==> config.mk <==
export PLATFORM = sky130hd
export DESIGN_NAME = neuron_mac_pipe
export DESIGN_NICKNAME = d
export VERILOG_FILES = /design/src/rtl/neuron_mac_pipe.sv
export SDC_FILE = /design/constraint.sdc
export NUM_CORES = 2
export LEC_CHECK = 0
export BUFFER_PORTS_ARGS = -buffer_cell sky130_fd_sc_hd__buf_2
export CAP_MARGIN = 0
export CORE_MARGIN = 4
export CORE_UTILIZATION = 40
export DETAILED_ROUTE_END_ITERATION = 8
export GPL_TIMING_DRIVEN = 0
export SLEW_MARGIN = 0
export SYNTH_ARGS = -nofsm -noshare
export SYNTH_HDL_FRONTEND = slang
export SYNTH_SLANG_ARGS = --single-unit
==> constraint.sdc <==
create_clock -name clk -period 4.5 [get_ports clk]
set_input_delay 0.225 -clock clk [delete_from_list [all_inputs] [get_ports clk]]
set_output_delay 0.225 -clock clk [all_outputs]
set_load 0.03 [all_outputs]
==> src/rtl/neuron_mac_pipe.sv <==
// Pipelined fixed-point neuron: MUL -> saturating ACC -> activation/clamp,
// one result per vector on a valid/ready output with back-pressure.
module neuron_mac_pipe #(
    parameter int N       = 32,
    parameter int FRAC    = 20,
    parameter int G       = 8,
    parameter int LEAK_SH = 3
) (
    input  logic         clk,
    input  logic         reset,
    input  logic         in_valid,
    output logic         in_ready,
    input  logic [N-1:0] w,
    input  logic [N-1:0] x,
    input  logic         in_last,
    input  logic [1:0]   act_mode,
    output logic         out_valid,
    input  logic         out_ready,
    output logic [N-1:0] out_data,
    output logic         out_ovf
);
    localparam int ACC_W = N + G;
    localparam int P_W   = 2 * N;

    localparam logic [1:0] ST_ACC   = 2'd0;
    localparam logic [1:0] ST_FLUSH = 2'd1;
    localparam logic [1:0] ST_OUT   = 2'd2;

    localparam logic [1:0] MODE_RELU  = 2'd1;
    localparam logic [1:0] MODE_LEAKY = 2'd2;

    localparam logic signed [ACC_W-1:0] ACC_MAX = {1'b0, {(ACC_W-1){1'b1}}};
    localparam logic signed [ACC_W-1:0] ACC_MIN = {1'b1, {(ACC_W-1){1'b0}}};
    localparam logic [N-1:0]            OUT_MAX = {1'b0, {(N-1){1'b1}}};
    localparam logic [N-1:0]            OUT_MIN = {1'b1, {(N-1){1'b0}}};

    logic [1:0] state_q, state_d;
    logic       run_q;
    logic       accept;
    logic       out_hs;

    assign in_ready  = run_q && (state_q == ST_ACC);
    assign out_valid = (state_q == ST_OUT);
    assign accept    = in_valid && in_ready;
    assign out_hs    = out_valid && out_ready;

    // ---------------- Stage 1: multiply, rescale, saturate to ACC_W
    logic signed [P_W-1:0]   w_ext, x_ext, prod, prod_sh;
    logic [P_W-ACC_W:0]      prod_hi;
    logic                    mul_sat_d;
    logic signed [ACC_W-1:0] mul_d;

    logic signed [ACC_W-1:0] mul_q;
    logic                    mul_valid_q, mul_last_q, mul_sat_q;
    logic [1:0]              mul_mode_q;

    assign w_ext   = {{N{w[N-1]}}, w};
    assign x_ext   = {{N{x[N-1]}}, x};
    assign prod    = w_ext * x_ext;
    assign prod_sh = prod >>> FRAC;
    // Bits above the accumulator sign bit must all match it, else the term saturates.
    assign prod_hi = prod_sh[P_W-1:ACC_W-1];

    // NOTE: every combinational output gets a default first so no latch is inferred.
    always_comb begin
        mul_sat_d = !((&prod_hi) || !(|prod_hi));
        mul_d     = prod_sh[ACC_W-1:0];
        if (mul_sat_d) begin
            mul_d = prod_sh[P_W-1] ? ACC_MIN : ACC_MAX;
        end
    end

    // NOTE: sequential state uses non-blocking assignments only.
    always_ff @(posedge clk or posedge reset) begin
        if (reset) begin
            mul_valid_q <= 1'b0;
            mul_last_q  <= 1'b0;
            mul_sat_q   <= 1'b0;
            mul_mode_q  <= 2'd0;
            mul_q       <= '0;
        end else begin
            mul_valid_q <= accept;
            mul_last_q  <= accept && in_last;
            if (accept) begin
                mul_q     <= mul_d;
                mul_sat_q <= mul_sat_d;
                if (in_last) begin
                    mul_mode_q <= act_mode;
                end
            end
        end
    end

    // ---------------- Stage 2: saturating accumulate with sticky overflow
    logic signed [ACC_W:0]   sum;
    logic                    add_sat;
    logic signed [ACC_W-1:0] acc_d;

    logic signed [ACC_W-1:0] acc_q;
    logic                    ovf_q, acc_last_q;
    logic [1:0]              acc_mode_q;

    assign sum = {acc_q[ACC_W-1], acc_q} + {mul_q[ACC_W-1], mul_q};

    always_comb begin
        add_sat = (sum[ACC_W] != sum[ACC_W-1]);
        acc_d   = sum[ACC_W-1:0];
        if (add_sat) begin
            acc_d = sum[ACC_W] ? ACC_MIN : ACC_MAX;
        end
    end

    always_ff @(posedge clk or posedge reset) begin
        if (reset) begin
            acc_q      <= '0;
            ovf_q      <= 1'b0;
            acc_last_q <= 1'b0;
            acc_mode_q <= 2'd0;
        end else begin
            acc_last_q <= mul_valid_q && mul_last_q;
            if (out_hs) begin
                acc_q <= '0;
                ovf_q <= 1'b0;
            end else if (mul_valid_q) begin
                acc_q <= acc_d;
                ovf_q <= ovf_q || mul_sat_q || add_sat;
                if (mul_last_q) begin
                    acc_mode_q <= mul_mode_q;
                end
            end
        end
    end

    // ---------------- Stage 3: activation and clamp to N bits
    logic signed [ACC_W-1:0] act_val;
    logic [ACC_W-N:0]        act_hi;
    logic                    clamp;
    logic [N-1:0]            res_d;

    logic [N-1:0] out_data_q;
    logic         out_ovf_q, res_done_q;

    assign act_hi = act_val[ACC_W-1:N-1];

    always_comb begin
        act_val = acc_q;
        if (acc_q[ACC_W-1]) begin
            if (acc_mode_q == MODE_RELU) begin
                act_val = '0;
            end else if (acc_mode_q == MODE_LEAKY) begin
                act_val = acc_q >>> LEAK_SH;
            end
        end
        clamp = !((&act_hi) || !(|act_hi));
        res_d = act_val[N-1:0];
        if (clamp) begin
            res_d = act_val[ACC_W-1] ? OUT_MIN : OUT_MAX;
        end
    end

    always_ff @(posedge clk or posedge reset) begin
        if (reset) begin
            out_data_q <= '0;
            out_ovf_q  <= 1'b0;
            res_done_q <= 1'b0;
        end else begin
            res_done_q <= acc_last_q;
            if (acc_last_q) begin
                out_data_q <= res_d;
                out_ovf_q  <= ovf_q || clamp;
            end
        end
    end

    assign out_data = out_data_q;
    assign out_ovf  = out_ovf_q;

    // ---------------- Control FSM
    always_comb begin
        state_d = state_q;
        case (state_q)
            ST_ACC:   if (accept && in_last) state_d = ST_FLUSH;
            ST_FLUSH: if (res_done_q)        state_d = ST_OUT;
            ST_OUT:   if (out_ready)         state_d = ST_ACC;
            default:                         state_d = ST_ACC;
        endcase
    end

    // run_q holds off in_ready until the first edge after reset release.
    always_ff @(posedge clk or posedge reset) begin
        if (reset) begin
            state_q <= ST_ACC;
            run_q   <= 1'b0;
        end else begin
            state_q <= state_d;
            run_q   <= 1'b1;
        end
    end
endmodule

Word level (Yosys, flattened, before mapping)
Index checks and enable logic that the tools add are counted.

Register bits after elaboration: 126. Bits of input ports: 71. Output and inout port bits: 35. Logic and storage cells: 65.

Add/sub/neg operators: 1. $mul: 1. Eq/ne operators: 8. Multiplexer cells: 17. Bitwise gates (word level): 1. Reductions and logical operators: 23.

Operators with widths (count): 2-to-1 mux 40 bit (8); multiplier 32 x 32 -> 64 bit (1); 2-to-1 mux 32 bit (2); adder 40 x 40 -> 41 bit (1); 2-to-1 mux 39 bit (1); AND reduction 9 bit (1); OR reduction 9 bit (1); 2-to-1 mux 2 bit (3); one-hot mux 2 bit (3 select lines) (1); AND reduction 3 bit (2); logical AND 1 bit (5); logical OR 1 bit (5); AND reduction 5 bit (1); OR reduction 5 bit (1); equality test 2 x 1 -> 1 bit, second input constant (2); equality test 2 bit, second input constant (2); logical NOT 1 bit (4); inequality test 2 x 1 -> 1 bit, second input constant (2); logical NOT 2 bit (1); 2-to-1 mux 1 bit (2); inequality test 2 bit, second input constant (1); AND reduction 2 bit (1); nonzero test 2 bit (1); inequality test 1 bit (1); NOT 1 bit (1).

Logic depth before layout (Yosys ltp)
Depth after elaboration: 9. Mapped depth: 31. Mapped depth without buffers: 28.

Worst setup path after synthesis
OpenSTA, ideal clock, no wires.

Path type: input-to-reg. From: in x[2]. To: reg mul_q[1]. Setup time: 104 ps. Arrival time: 8644 ps. Data required time: 4396 ps. Setup slack: -4248 ps. Stages: 28. Buffers on the path: 4. Path through: clkbuf_1 -> nand2_1 -> inv_1 -> fa_1 -> fa_1 -> fa_1 -> inv_1 -> fa_1 -> inv_1 -> fa_1 -> fa_1 -> inv_1 -> fa_1 -> inv_1 -> fa_1 -> ha_1 -> clkbuf_1 -> and3_1 -> nor3b_1 -> a221oi_1 -> nand3_1 -> nor2b_1 -> a211o_1 -> a211oi_1 -> a41oi_2 -> buf_2 -> buf_4 -> o311ai_1.

Longest elaborated chain between the ends: 5. Elaborated cells on any way between the ends: 7. Those cells by class: mul: 1; mux: 2; reduce/logical: 4.

Ends and longest elaborated chain: from (decl) (line 14) `input logic [N-1:0] x,`; multiplier 32 x 32 -> 64 bit * (line 59) `assign prod = w_ext * x_ext;`; OR reduction 5 bit (line 66) `mul_sat_d = !((&prod_hi) || !(|prod_hi));`; logical NOT 1 bit (line 66); logical OR 1 bit (line 66); 2-to-1 mux 40 bit * (line 68) `if (mul_sat_d) begin`; to (signal assigned) (line 85) `mul_q <= mul_d;`; to (decl) (line 53) `logic signed [ACC_W-1:0] mul_q;`.

Every way passes the cells marked *; elsewhere a longest branch is shown, timed or not. A chain may end at the register's enable or synchronous reset.

Final worst setup path
From: in w[31]. To: reg mul_q[4].

Longest elaborated chain between the ends: 5. Elaborated cells on any way between the ends: 7. Those cells by class: mul: 1; mux: 2; reduce/logical: 4.

Ends and longest elaborated chain: from (decl) (line 13) `input logic [N-1:0] w,`; multiplier 32 x 32 -> 64 bit * (line 59); OR reduction 5 bit (line 66); logical NOT 1 bit (line 66); logical OR 1 bit (line 66); 2-to-1 mux 40 bit * (line 68).

Marked as above.

==> metrics.cfg <==
[timing]
hold_ws_ns = 0.0449
fmax_mhz = 124
hold_viol_final = 0
rsz0062_at_grt = true
min_period_ns = 8.06
fin_crit_sh = 1.79
maxSlewHeadroom = 0.400
final_max_slew_viol_count = 0
worst_pin_slew_ns = 0.900
final-setup-viol-count = 41
fin_worst_skew_ns = 0.0194
final.setup.worst_slack_ns = -3.56

[global_route]
grt_pass1_wl_um = 233000
grt_antenna_before_repair = 14
grt_usage = 0.281
first_global_vias = 36100
grt_max_degree = 65
grt_overflow = 0

[routing]
drt_iter0_drc = 2770
ant_nets = 0
routed_wl_um = 156000
route.vias.total = 33900
drt_first_pass_iters = 5
drc = 0
vias_per_cell = 5.38
wire_per_inst_um = 24.8

[die]
initial_utilization = 0.403
dieArea_sq_um = 113000
pin_count = 106
coreArea_sq_um = 107000
die_width_um = 337
die_h_um = 337
num_rows = 120

[clock_network]
cts_buffers = 17
clk_path_buf_depth = 2
cts_sinks = 126
htree_levels = 4
cts_tree = yes
clock-root-buffer = clkbuf_16
clock_latency_ns = 0.43
clk_pin_slew_ns = 0.06

[synth]
seq_area_frac_synth = 0.0730
postSynthCellCount = 4670
synth_cell_type_count = 81
synth_fp_nets = 6043
ys_async_sr_fraction = 1.00
ys_ff_latch = 126
synth_area_sq_um = 43200
synth_edf_count = 0
synth_area_per_cell_sq_um = 9.25
ys.warnings.count = 0
synthFlopType = dfrtp_1

[flow_run]
max_cap_violations = 0

[worst_setup_path]
critPathSlowestCell = fa_2
critPathRequiredTime_ns = 4.77
cp_common_cell = fa_1
crit_path_max_incr_delay_ns = 0.67
critPathLaunchType = input port
end_kind = flip-flop
cp_max_fo = 7
crit_arrival_ns = 8.33
crit_type = in2reg

[final_layout]
fin_cells = 6300
multi_input_comb_area_sq_um = 36400
final_layout_size_suffix_gt1_frac = 0.126
regArea_sq_um = 3150
nets = 6250
area_growth_pct = 14.3
n_fill_cell = 10500
final_common_cell = fa_1
layout_common_cells = 1043 x fa_1, 1001 x inv_1, 672 x nand2_1, 466 x and2_1, 192 x ha_1

[place]
dp.cells = 6179
hpwl_um = 129000
numPortBuffers = 105
routabilityCongestion = 0.999

[min_path]
hp-class = in2reg

[status]
violations = setup timing
outcome = complete, but fails checks

-- worst max-delay path: cells and delay by family --
kind | cells | cell delay (ns)
adder cells (fa/ha/maj) | 9 | 4.73
XOR/XNOR | 1 | 0.17
AO/OA/AOI/OAI | 5 | 1.12
buffers and inverters | 8 | 1.15
AND/OR/NAND/NOR | 4 | 0.87
-- logic make-up (layout without fill, tap and decap cells) --
| kind of cell | count (synthesis) | in the layout | synth area share |
|---|---|---|---|
| adders and majority gates | 1302 | 1302 | 0.565 |
| xor gates and xnor gates | 85 | 85 | 0.0178 |
| other | 1 | 8 | 0.0000868 |
| buffers and inverters | 1268 | 1488 | 0.111 |
| and+or+nand+nor | 1418 | 1418 | 0.158 |
| AOI/OAI and AO/OA | 464 | 464 | 0.0738 |
| muxes | 6 | 6 | 0.00151 |
| DFF | 126 | 126 | 0.0730 |
-- area by class of cell --
cell class / count / share of cell area
antenna: 7 / 0.000355
clock buffer: 20 / 0.00925
buffer: 236 / 0.0407
multi-input combinational: 3276 / 0.737
inverter: 1018 / 0.0779
tap: 1403 / 0.0356
clock inverter: 12 / 0.00317
timing repair buffer: 202 / 0.0320
sequential: 126 / 0.0639
-- metal layers --
metal | share of wire | GRT usage | wire [um]
met4 | 0.057 | 0.123 | 8880
met5 | 0.00028 | 0 | 44
met1 | 0.39 | 0.368 | 61600
met3 | 0.12 | 0.0920 | 18200
met2 | 0.43 | 0.428 | 67400
-- through the flow --
step / setup slack [ns] / util / area (sq um) / TNS (ns)
5_1_grt: -3.69 / 0.460 / 49300 / -149.41
2_1_floorplan: -3.52 / - / 43400 / -139.91
3_5_place_dp: -6.12 / 0.426 / 45700 / -248.03
4_1_cts: -3.55 / 0.454 / 48600 / -143.97
3_3_place_gp: -6.10 / 0.426 / 45600 / -304.41
6_report: -3.56 / 0.460 / 49400 / -142.98
-- sequential cells by signal, summed over array words and instances (netlist names), 2 cells and up --
signal / flops
acc_q: 40
mul_q: 40
out_data: 32
acc_mode_q: 2
mul_mode_q: 2
state_q: 2
-- final timing paths --
| kind | start | end | slack, ns | cells after the start |
|---|---|---|---|---|
| worst min register to register | acc_last_q$_DFF_PP0_ | res_done_q$_DFF_PP0_ | 0.39 | 0 |
| max in group asynchronous | reset | acc_q[2]$_DFFE_PP0P_ | 3.33 | 4 |
| min in group asynchronous | reset | res_done_q$_DFF_PP0_ | 0.45 | 3 |
| worst min-delay path | out_ready | state_q[1]$_DFFE_PP0P_ | 0.04 | 2 |
| worst max-delay path | w[31] | mul_q[4]$_DFFE_PP0P_ | -3.56 | 27 |
| worst max register to register | mul_q[0]$_DFFE_PP0P_ | acc_q[14]$_DFFE_PP0P_ | 0.31 | 14 |
-- cell usage after synthesis, types with 29 or more instances --
library cell / number / area share
a21oi_1: 104 / 0.012
a22oi_1: 32 / 0.0056
o21ai_0: 77 / 0.0089
xor2_1: 29 / 0.0059
nand2_1: 678 / 0.059
nor2_1: 143 / 0.012
a21o_1: 37 / 0.0064
clkbuf_1: 244 / 0.021
fa_1: 1082 / 0.50
dfrtp_1: 126 / 0.073
ha_1: 220 / 0.064
xnor2_1: 54 / 0.011
and2_1: 470 / 0.068
o22a_1: 31 / 0.0063
inv_1: 1017 / 0.088
-- timing repair --
item | CTS | global route
buffers inserted | 73 | 19
pin swaps | 57 | 63
setup endpoints to repair | 51 | 81
gates resized for setup | 491 | 193
hold buffers | 1 | 0
gates cloned | 4 | 1
hold endpoints to repair | 63 | 0
Power is not shown: default switching activity piles up to over one toggle a cycle in this logic, so the estimate is an artifact.
